$ cat config.mk
export PLATFORM = sky130hd
export DESIGN_NAME = uart_tx_arbiter
export DESIGN_NICKNAME = d
export VERILOG_FILES = /design/src/rtl/uart_tx_arbiter.sv
export SDC_FILE = /design/constraint.sdc
export NUM_CORES = 1
export LEC_CHECK = 0
export CAP_MARGIN = 10
export CORE_MARGIN = 8
export CORE_UTILIZATION = 26
export CTS_CLUSTER_DIAMETER = 60
export DETAILED_ROUTE_END_ITERATION = 8
export PLACE_DENSITY_LB_ADDON = 0.3
export SLEW_MARGIN = 15
export SYNTH_ARGS = -nofsm -noshare
export SYNTH_HDL_FRONTEND = slang
export SYNTH_SLANG_ARGS = --single-unit
$ cat constraint.sdc
create_clock -name clk -period 1.85 [get_ports clk]
set_input_delay 0.37 -clock clk [delete_from_list [all_inputs] [get_ports clk]]
set_output_delay 0.37 -clock clk [all_outputs]
set_load 0.03 [all_outputs]
$ cat src/rtl/uart_tx_arbiter.sv
// Round-robin, packet-granular arbiter sharing one UART TX byte stream among NUM_REQ requesters.
// Define UART_ARB_HDR_EN to prefix each packet with a header byte 8'hA0 | grant_idx (DATA_W must be 8).
module uart_tx_arbiter #(
  parameter int NUM_REQ     = 4,
  parameter int DATA_W      = 8,
  parameter int MAX_PKT_LEN = 64
) (
  input  logic                        clk,
  input  logic                        rst,
  input  logic [NUM_REQ-1:0]          req_valid,
  input  logic [NUM_REQ*DATA_W-1:0]   req_data,
  input  logic [NUM_REQ-1:0]          req_last,
  output logic [NUM_REQ-1:0]          req_ready,
  output logic                        tx_valid,
  output logic [DATA_W-1:0]           tx_data,
  input  logic                        tx_ready,
  output logic                        grant_valid,
  output logic [$clog2(NUM_REQ)-1:0]  grant_idx,
  output logic                        trunc_pulse
);

  localparam int IDX_W = $clog2(NUM_REQ);
  localparam int CNT_W = $clog2(MAX_PKT_LEN + 1);

  typedef enum logic [1:0] {IDLE, HDR, XFER} state_t;

  state_t             state_reg, state_next;
  logic [IDX_W-1:0]   rr_ptr_reg, rr_ptr_next;
  logic [IDX_W-1:0]   grant_idx_reg, grant_idx_next;
  logic [CNT_W-1:0]   byte_cnt_reg, byte_cnt_next;
  logic               trunc_reg, trunc_next;

  logic [DATA_W-1:0]  req_bytes [NUM_REQ];
  logic               pick_found;
  logic [IDX_W-1:0]   pick_idx;
  logic [IDX_W-1:0]   cand_idx;
  logic [IDX_W-1:0]   next_ptr;
  int                 cand;

  generate
    for (genvar gi = 0; gi < NUM_REQ; gi++) begin : g_unpack
      assign req_bytes[gi] = req_data[gi*DATA_W +: DATA_W];
    end
  endgenerate

  // First valid requester at or above rr_ptr, wrapping modulo NUM_REQ.
  always_comb begin
    pick_found = 1'b0;
    pick_idx   = '0;
    cand       = 0;
    cand_idx   = '0;
    for (int k = 0; k < NUM_REQ; k++) begin
      cand = int'(rr_ptr_reg) + k;
      if (cand >= NUM_REQ) cand = cand - NUM_REQ;
      cand_idx = IDX_W'(cand);
      if (!pick_found && req_valid[cand_idx]) begin
        pick_found = 1'b1;
        pick_idx   = cand_idx;
      end
    end
  end

  assign next_ptr = (grant_idx_reg == IDX_W'(NUM_REQ - 1)) ? '0 : grant_idx_reg + 1'b1;

  always_comb begin
    state_next     = state_reg;
    rr_ptr_next    = rr_ptr_reg;
    grant_idx_next = grant_idx_reg;
    byte_cnt_next  = byte_cnt_reg;
    trunc_next     = 1'b0;
    tx_valid       = 1'b0;
    tx_data        = '0;
    req_ready      = '0;
    case (state_reg)
      IDLE: begin
        if (pick_found) begin
          grant_idx_next = pick_idx;
          byte_cnt_next  = '0;
`ifdef UART_ARB_HDR_EN
          state_next     = HDR;
`else
          state_next     = XFER;
`endif
        end
      end
`ifdef UART_ARB_HDR_EN
      HDR: begin
        tx_valid = 1'b1;
        tx_data  = DATA_W'(8'hA0 | 8'(grant_idx_reg));
        if (tx_ready) state_next = XFER;
      end
`endif
      XFER: begin
        tx_valid                 = req_valid[grant_idx_reg];
        req_ready[grant_idx_reg] = tx_ready;
        if (tx_valid) tx_data = req_bytes[grant_idx_reg];
        if (tx_valid && tx_ready) begin
          byte_cnt_next = byte_cnt_reg + 1'b1;
          // Release on the last byte, or force release once the length limit is hit.
          if (req_last[grant_idx_reg] || byte_cnt_reg == CNT_W'(MAX_PKT_LEN - 1)) begin
            state_next     = IDLE;
            rr_ptr_next    = next_ptr;
            grant_idx_next = '0;
            trunc_next     = !req_last[grant_idx_reg];
          end
        end
      end
      default: state_next = IDLE;
    endcase
  end

  always_ff @(posedge clk) begin
    if (rst) begin
      state_reg     <= IDLE;
      rr_ptr_reg    <= '0;
      grant_idx_reg <= '0;
      byte_cnt_reg  <= '0;
      trunc_reg     <= 1'b0;
    end else begin
      state_reg     <= state_next;
      rr_ptr_reg    <= rr_ptr_next;
      grant_idx_reg <= grant_idx_next;
      byte_cnt_reg  <= byte_cnt_next;
      trunc_reg     <= trunc_next;
    end
  end

  assign grant_valid = (state_reg != IDLE);
  assign grant_idx   = grant_idx_reg;
  assign trunc_pulse = trunc_reg;

endmodule

After elaboration in Yosys (flattened, before gate mapping) --
Cells that the tools add are included.
Storage, ports and cells: latch bits 0, input port bits 43, bits in read-only memories 0, RAM bits 0, memories kept 0, output and inout port bits 17, register bits 14, logic and storage cells 97
Operators by class: equality and inequality tests 6, divide/modulo/power cells 0, $add $sub $neg 9, multiply operators 0, shift-type cells 0, order comparisons 11, bitwise operators 5, multiplexer cells 43, reductions and logical operators 18
Operators with widths (count):
- 8-bit two-way mux | 4
- 2-bit two-way mux | 13
- 8-bit binary-select mux with 2-bit select | 1
- 2-bit by 3-bit less-than comparator with 1-bit output (second input constant) | 5
- 7-bit two-way mux | 2
- 7-bit one-hot mux with 2 select lines | 1
- 1-bit binary-select mux with 2-bit select | 6
- 3-bit >= comparator (second input constant) | 4
- 1-bit two-way mux | 12
- 3-bit AND reduction | 3
- 2-bit one-hot mux with 2 select lines | 2
- 2-bit by 1-bit subtractor with 2-bit output (second input constant) | 4
- 7-bit by 1-bit adder with 7-bit output (second input constant) | 1
- 7-bit by 6-bit equality test with 1-bit output (second input constant) | 1
- 2-bit by 2-bit adder with 3-bit output (second input constant) | 2
- 2-bit inequality test (second input constant) | 3
- 1-bit logical AND | 5
- 4-bit AND | 1
- 2-bit equality test (second input constant) | 2
- 1-bit zero test | 4
- 4-bit two-way mux | 1
- 4-bit AND reduction | 1
- 2-bit nonzero test | 2
- 4-bit OR reduction | 1
- 9 further kinds | 11

Depth between registers and ports, before layout --
Gate-level depths: netlist of the first run.
depth after elaboration 16, gate-level depth with buffers 5, depth with buffers taken out 5

Worst setup path after synthesis of the first run --
No wires, ideal clock.
path type flip-flop to output port, from register grant_idx_reg[0], in the netlist grant_idx[0], to output tx_data[0], cell stages (with the launch flop) 4, path slack -0.262 ns, arrival time 1.742 ns, path buffers 1, data required time 1.480 ns, cells stage by stage dfxtp_1 > mux4_2 > clkbuf_1 > and3_1
On the way: cells in the longest elaborated chain, start to end 6
RTL lines:
- start, declared | RTL line 29 | logic [IDX_W-1:0] grant_idx_reg, grant_idx_next;
- start signal, assigned | RTL line 122 | grant_idx_reg <= grant_idx_next;
- 2-bit NOT with 3-bit output (not written as such) | RTL line 96 | if (tx_valid) tx_data = req_bytes[grant_idx_reg];
- 8-bit binary-select mux with 2-bit select | RTL line 96
- 8-bit two-way mux (not written as such) (2 in series) | RTL line 96
- 8-bit two-way mux * | RTL line 96
- 8-bit two-way mux * | RTL line 74 | case (state_reg)
- end, declared | RTL line 15 | output logic [DATA_W-1:0] tx_data,
Mark *: on every way between the ends. The rest lies on a longest branch, timed or not. The select of a mux whose other input is x is not followed.

Worst setup path after layout of the first run --
from register grant_idx_reg[0], in the netlist grant_idx[0], to output tx_data[6]
The elaborated chain is that of the path after synthesis.

==> out/metrics.cfg, run 1 <==
[status]
outcome=finished, violations left
failed_checks=setup timing

[cells_and_area]
drive_gt1_share_pct=33.15
fin_util_pct=49.38
final_area_mm2=0.001947
largest_register_ffs=7
stdcell_count=234
nets=233
diodes=0
area_growth_pct=84.80
fillers=346

[clock_network]
cts.sinks=13
clkLatencyLatePin_ns=0.24
hold_buffers=0
cts_buffers=3
root_buffer=clkbuf_8
cts_max_level=1
clk_pin_slew_ns=0.06
cts.path.max_buffers=2
tritoncts=built

[sta]
relSlewSlack_pct=71.36
hold_viol_final=0
drv_slew=0
period_minus_slack_ns=2.017
skew_ns=0.001890
finalCritPeriodShare_pct=109.0
setup_slack_ns=-0.1673
hold_slack_ns=0.4899
fin_setup_tns_ns=-1.281
setup_viol_count_final=9
rsz0062_at_grt=yes
timing.fmax_mhz=495.7
worstMarginPinSlew_ns=0.4282

[setup_path]
endpoint=tx_data[6]
required_ns=1.48
cp_top_family=multiplexers
arrival_ns=1.65
ff2ff_setup_slack_ns=0.09
crit_chain=buf_6, mux4_2, and3_4, buf_6
critPathLaunchType=register
path_common_cell=buf_6
cp_slowest_cell=mux4_2
path_buf_inv=2
cp-end-kind=output port
r2r-start=grant_idx[0]
reg2reg_to=rr_ptr_reg[1]
reg2regPathDepth=5
worstSetupStartpoint=grant_idx[0]
crit_cells=4
critPathKind=register to output port
path_max_fanout=8
worst_path_largest_cell_delay_ns=0.50

[global_routing]
grtUsageMet3_pct=4.617
grt_pass1_wl_um=6913
use_met1_pct=16.14
overflow=0
antenna_found_initial=0
first_global_vias=1337
grtUsageTotal_pct=13.83
grt_use_met2_pct=23.63
grt_max_degree=17
grt-busiest-layer=met2

[yosys]
synthArstFlopShare_pct=0
syn_area_per_cell_um2=9.577
ys_ff_latch=13
synth_edf_count=0
syn_inst=110
yosysUniqueCellTypes=36
synth_area_mm2=0.001054
synthTopCellsByArea=dfxtp_1 (25%), mux4_2 (17%), and3_1 (8.3%)
syn_nets=158
synth_top_area_share_pct=24.70
synth_top_area_cell=dfxtp_1
ys_warn_count=0
ys.flop_type=dfxtp_1
yosysSeqAreaShare_pct=24.70

[power]
internal_power_mw=0.6665
power_frac_seq_pct=32.6
p_per_area_mw_per_mm2=483.8
ir_drop_uv=286.1
p_switching_mw=0.2755
swShare_pct=29.25
comb_power_share_pct=40.7
power.total_mw=0.9420
clkPwrFrac_pct=26.7
p_leak_nw=0.7865

[drt]
wirelength_um=4264
first_iter_violations=40
wl_per_cell_um=18.22
vias=1173
first_pass_iters=4
drc=0
ant_nets=0
viasPerCell=5.013

[job]
cap_violations=0

[die]
die_y_um=79.66
die-area_mm2=0.006345
start_util_pct=26.72
die_w_um=79.66
core_area_mm2=0.003943
ioPinCount=60
rows=23

[placement]
place_inst=229
port_buffers=59
gp_congestion=0.8903
place_ws_ns=-0.8303
dp_hpwl_um=3150
postPlaceCellArea_mm2=0.001822

[worst_hold_path]
hold_path_class=register to register

[power by group through the flow]
| stage | sequential, mW | combinational (mW) | clock [mW] |
|---|---|---|---|
| after CTS | 0.306 | 0.385 | 0.254 |
| after global routing | 0.309 | 0.409 | 0.272 |
| after floorplan | 0.311 | 0.155 | 0 |
| after global placement | 0.308 | 0.344 | 0 |
| after detailed placement | 0.309 | 0.356 | 0 |
| final | 0.307 | 0.383 | 0.252 |
[worst min-delay path: stages (launching register included)]
cell and delay, ns:
dfxtp_1 0.32, nand3_1 0.06, a21oi_1 0.06
[worst min-delay path by stage]
stage / startpoint / end / slack (ns) / cells past startpoint
6_report: byte_cnt_reg[1] / byte_cnt_reg[1] / 0.49 / 2
5_1_grt: byte_cnt_reg[1] / byte_cnt_reg[1] / 0.52 / 2
4_1_cts: byte_cnt_reg[1] / byte_cnt_reg[1] / 0.50 / 2
3_5_place_dp: byte_cnt_reg[1] / byte_cnt_reg[1] / 0.49 / 2
3_3_place_gp: byte_cnt_reg[1] / byte_cnt_reg[1] / 0.47 / 2
2_1_floorplan: byte_cnt_reg[1] / byte_cnt_reg[1] / 0.46 / 2
[cells in the mapped netlist, drive strengths merged, types with 2 or more instances]
| cell type | number |
|---|---|
| nand4 | 3 |
| xor2 | 4 |
| inv | 6 |
| a21oi | 3 |
| mux4 | 10 |
| clkbuf | 6 |
| nor4 | 2 |
| nor2b | 2 |
| nand2 | 3 |
| nor2 | 8 |
| nand2b | 4 |
| ha | 5 |
| nand3 | 4 |
| and3 | 14 |
| nand3b | 2 |
| dfxtp | 13 |
| and2 | 4 |
| o22ai | 3 |
[cells by family (layout without fill, tap and decap cells)]
kind of cell	after synthesis	in the layout	synth area share (%)
and+or+nand+nor	49	49	27.08
xor gates and xnor gates	5	5	4.157
muxes	11	12	23.04
AOI/OAI and AO/OA	14	14	8.908
DFF	13	13	24.70
buffers and inverters	13	86	6.176
adders and majority gates	5	5	5.938
[final cells by class]
class	count	area [um2]	share of cell area (%)
Inverter	6	22.52	1.157
Timing Repair Buffer	76	744.5	38.24
Sequential cell	13	266.5	13.69
Tap cell	50	62.56	3.213
Clock buffer	4	45.04	2.314
Multi-Input combinational cell	85	805.8	41.39
[placed cells by master, fill, tap and decap left out, types with 2 or more instances in the layout]
| master | instances |
|---|---|
| a21oi_1 | 2 |
| and2_1 | 3 |
| and3_1 | 6 |
| and3_4 | 8 |
| buf_12 | 2 |
| buf_4 | 17 |
| buf_6 | 11 |
| clkbuf_8 | 3 |
| clkdlybuf4s50_1 | 39 |
| dfxtp_1 | 10 |
| dfxtp_2 | 2 |
| dlygate4sd2_1 | 6 |
| ha_1 | 5 |
| inv_1 | 6 |
| mux4_2 | 11 |
| nand2_1 | 2 |
| nand2b_1 | 4 |
| nand3_1 | 4 |
| nand3b_1 | 2 |
| nand4_1 | 3 |
| nor2_1 | 8 |
| nor2b_1 | 2 |
| nor4_1 | 2 |
| o22ai_1 | 3 |
| xor2_1 | 4 |
[per-layer routing]
| metal | part of all wire [%] | routed length (um) |
|---|---|---|
| met3 | 11 | 484 |
| met5 | 0 | 0 |
| met2 | 44 | 1885 |
| met4 | 0.40 | 17 |
| met1 | 44 | 1877 |
[what timing repair did]
item,in CTS,in global routing
pin swaps,4,4
setup endpoints to repair,18,18
gates resized for setup,85,4
setup buffers,1,0
endpoints found under the hold margin,0,0
cloned,1,0
Note: power is estimated with default switching activity, not from simulation.
==> run 2: changes to the inputs <==
SLEW_MARGIN = 10   (was 15)
==> results of run 2 <==
No change in the layout: final DEF, timing and power equal those of run 1.
==> run 3: changes to the inputs <==
GPL_TIMING_DRIVEN = 0   (was default)
PLACE_DENSITY_LB_ADDON = default   (was 0.3)
clock period = 2.3 ns   (was 1.85 ns; I/O delays follow)
==> run 3 against run 2 <==
  * The run still ends with setup timing left
  * Cell count shrank 2.1%
  * Global-route usage shrank 2.0 points
  * Power shrank 23%
  * Sequential cell count is the same
  * Critical path type is now input pin to output port
  * Largest power group unchanged
==> out/metrics.cfg, run 3 (same netlist as run 1, synthesis figures left out) <==
[status]
outcome=finished, violations left  ; unchanged
failed_checks=setup timing  ; unchanged

[clock_network]
clkLatencyLatePin_ns=0.25  ; was 0.24 ns
cts_buffers=3  ; unchanged
cts_max_level=1  ; unchanged
root_buffer=clkbuf_8  ; unchanged
cts.sinks=13  ; unchanged
cts.path.max_buffers=2  ; unchanged
tritoncts=built  ; unchanged
clk_pin_slew_ns=0.06  ; about the same

[setup_path]
required_ns=1.84  ; was 1.48 ns
critPathKind=input pin to output port  ; was register to output port
worst_path_largest_cell_delay_ns=0.60  ; was 0.50 ns
crit_chain=dlygate4sd2_1, mux4_2, and3_1, clkdlybuf4s15_2  ; was buf_6, mux4_2, and3_4, buf_6
path_buf_inv=2  ; unchanged
cp_top_family=multiplexers  ; unchanged
cp_slowest_cell=mux4_2  ; unchanged
path_max_fanout=7  ; was 8
critPathLaunchType=input pin  ; was register
arrival_ns=1.86  ; was 1.65 ns
cp-end-kind=output port  ; unchanged

[die]
rows=23  ; unchanged
start_util_pct=26.72  ; unchanged
die_w_um=79.66  ; unchanged
core_area_mm2=0.003943  ; unchanged
die-area_mm2=0.006345  ; unchanged
ioPinCount=60  ; unchanged
die_y_um=79.66  ; unchanged

[global_routing]
grtUsageTotal_pct=11.82  ; was 13.83%
grt_pass1_wl_um=5989  ; was 6913 um
grt_max_degree=11  ; was 17
antenna_found_initial=0  ; unchanged
first_global_vias=1192  ; was 1337
overflow=0  ; unchanged

[sta]
rsz0062_at_grt=yes  ; unchanged
setup_viol_count_final=1  ; was 9
finalCritPeriodShare_pct=100.9
worstMarginPinSlew_ns=0.3464  ; was 0.4282 ns
drv_slew=0  ; unchanged
skew_ns=0.004038  ; was 0.001890 ns
hold_viol_final=0  ; unchanged
fin_setup_tns_ns=-0.02156  ; was -1.281 ns
relSlewSlack_pct=76.87  ; was 71.36%
timing.fmax_mhz=430.7
period_minus_slack_ns=2.322
setup_slack_ns=-0.02156  ; was -0.1673 ns

[cells_and_area]
final_common_cell=clkdlybuf4s50_1  ; unchanged
drive_gt1_share_pct=18.44  ; was 33.15%
fin_util_pct=45.99  ; was 49.38%
area_growth_pct=72.09  ; was 84.80%
final_cell_mix=clkdlybuf4s50_1 (42), and3_1 (14), dfxtp_1 (11)  ; was clkdlybuf4s50_1 (39), buf_4 (17), mux4_2 (11), buf_6 (11), dfxtp_1 (10)
fillers=374  ; was 346
nets=228  ; was 233
largest_register_ffs=7  ; unchanged
diodes=0  ; unchanged

[power]
p_leak_nw=0.7722  ; was 0.7865 nW
comb_power_share_pct=37.3  ; was 40.7%
ir_drop_uv=210.7  ; was 286.1 uV
p_per_area_mw_per_mm2=397.9  ; was 483.8 mW/mm2
internal_power_mw=0.5070  ; was 0.6665 mW
power.total_mw=0.7214  ; was 0.9420 mW
swShare_pct=29.71  ; was 29.25%
power_frac_seq_pct=33.6  ; was 32.6%
p_switching_mw=0.2143  ; was 0.2755 mW
clkPwrFrac_pct=29.1  ; was 26.7%

[worst_hold_path]
hold_path_class=register to register  ; unchanged

[drt]
drc=0  ; unchanged
first_pass_iters=4  ; unchanged
vias=1152  ; was 1173
wirelength_um=3796  ; was 4264 um
ant_nets=0  ; unchanged
first_iter_violations=34  ; was 40
viasPerCell=5.031  ; was 5.013
wl_per_cell_um=16.58  ; was 18.22 um

[placement]
dp_hpwl_um=2876  ; was 3150 um
port_buffers=59  ; unchanged
gp_congestion=0.7758  ; was 0.8903

[job]
cap_violations=0  ; unchanged

==> run 3: layout make-up <==
type	count	area, um2	share of cell area (%)
plain buffers	6	53.80	2.968
clock buffers	4	45.04	2.484
inverters	6	22.52	1.242
multi-input cells	85	750.7	41.41
flip-flops and latches	13	265.3	14.63
well taps	50	62.56	3.451
repair buffers	65	613.1	33.82
==> run 3: metrics by stage <==
stage               hold slack (ns)  setup WS (ns)  instances  instance area (um2)
floorplan                    0.4599        0.09838        110                 1054
global placement             0.4717        -0.8020        219                 1707
detailed placement           0.4882        -0.8237        219                 1707
CTS                          0.4992       -0.02487        225                 1805
global route                 0.5487       -0.04795        229                 1813
finish                       0.5008       -0.02156        229                 1813
==> run 3: metal layers <==
metal	vias to the layer above	track usage (%)	wire, um
met3	3	2.477	305
li1	552	-	-
met1	548	13.85	1639
met5	-	0	0
met4	0	2.778	23
met2	49	21.19	1828
==> run 3: final timing paths <==
kind                         from         endpoint  slack [ns]  depth (start not counted)
hold reg to reg   byte_cnt_reg[1]  byte_cnt_reg[1]        0.50                          2
setup reg to reg     grant_idx[0]    rr_ptr_reg[0]        0.40                          7
setup / recovery     req_valid[3]       tx_data[0]       -0.02                          4
hold / removal    byte_cnt_reg[1]  byte_cnt_reg[1]        0.50                          2
==> run 3: tightest hold or removal path: cells and delay by family, from the launching register on <==
kind,cells,cell delay (ns)
AO/OA/AOI/OAI,1,0.06
AND/OR/NAND/NOR,1,0.07
flip-flops,1,0.32
==> run 3: power groups by stage <==
stage	clock [mW]	sequential, mW	combinational (mW)
floorplan	0	0.250	0.122
global placement	0	0.246	0.252
detailed placement	0	0.246	0.257
CTS	0.208	0.243	0.263
global route	0.216	0.243	0.289
finish	0.210	0.242	0.269
==> run 3: repair_timing <==
item	in CTS	in global routing
endpoints found under the setup margin	13	9
gates resized for setup	39	13
gates cloned	1	0
setup buffers	2	4
pin swaps	0	0
hold buffers	0	0
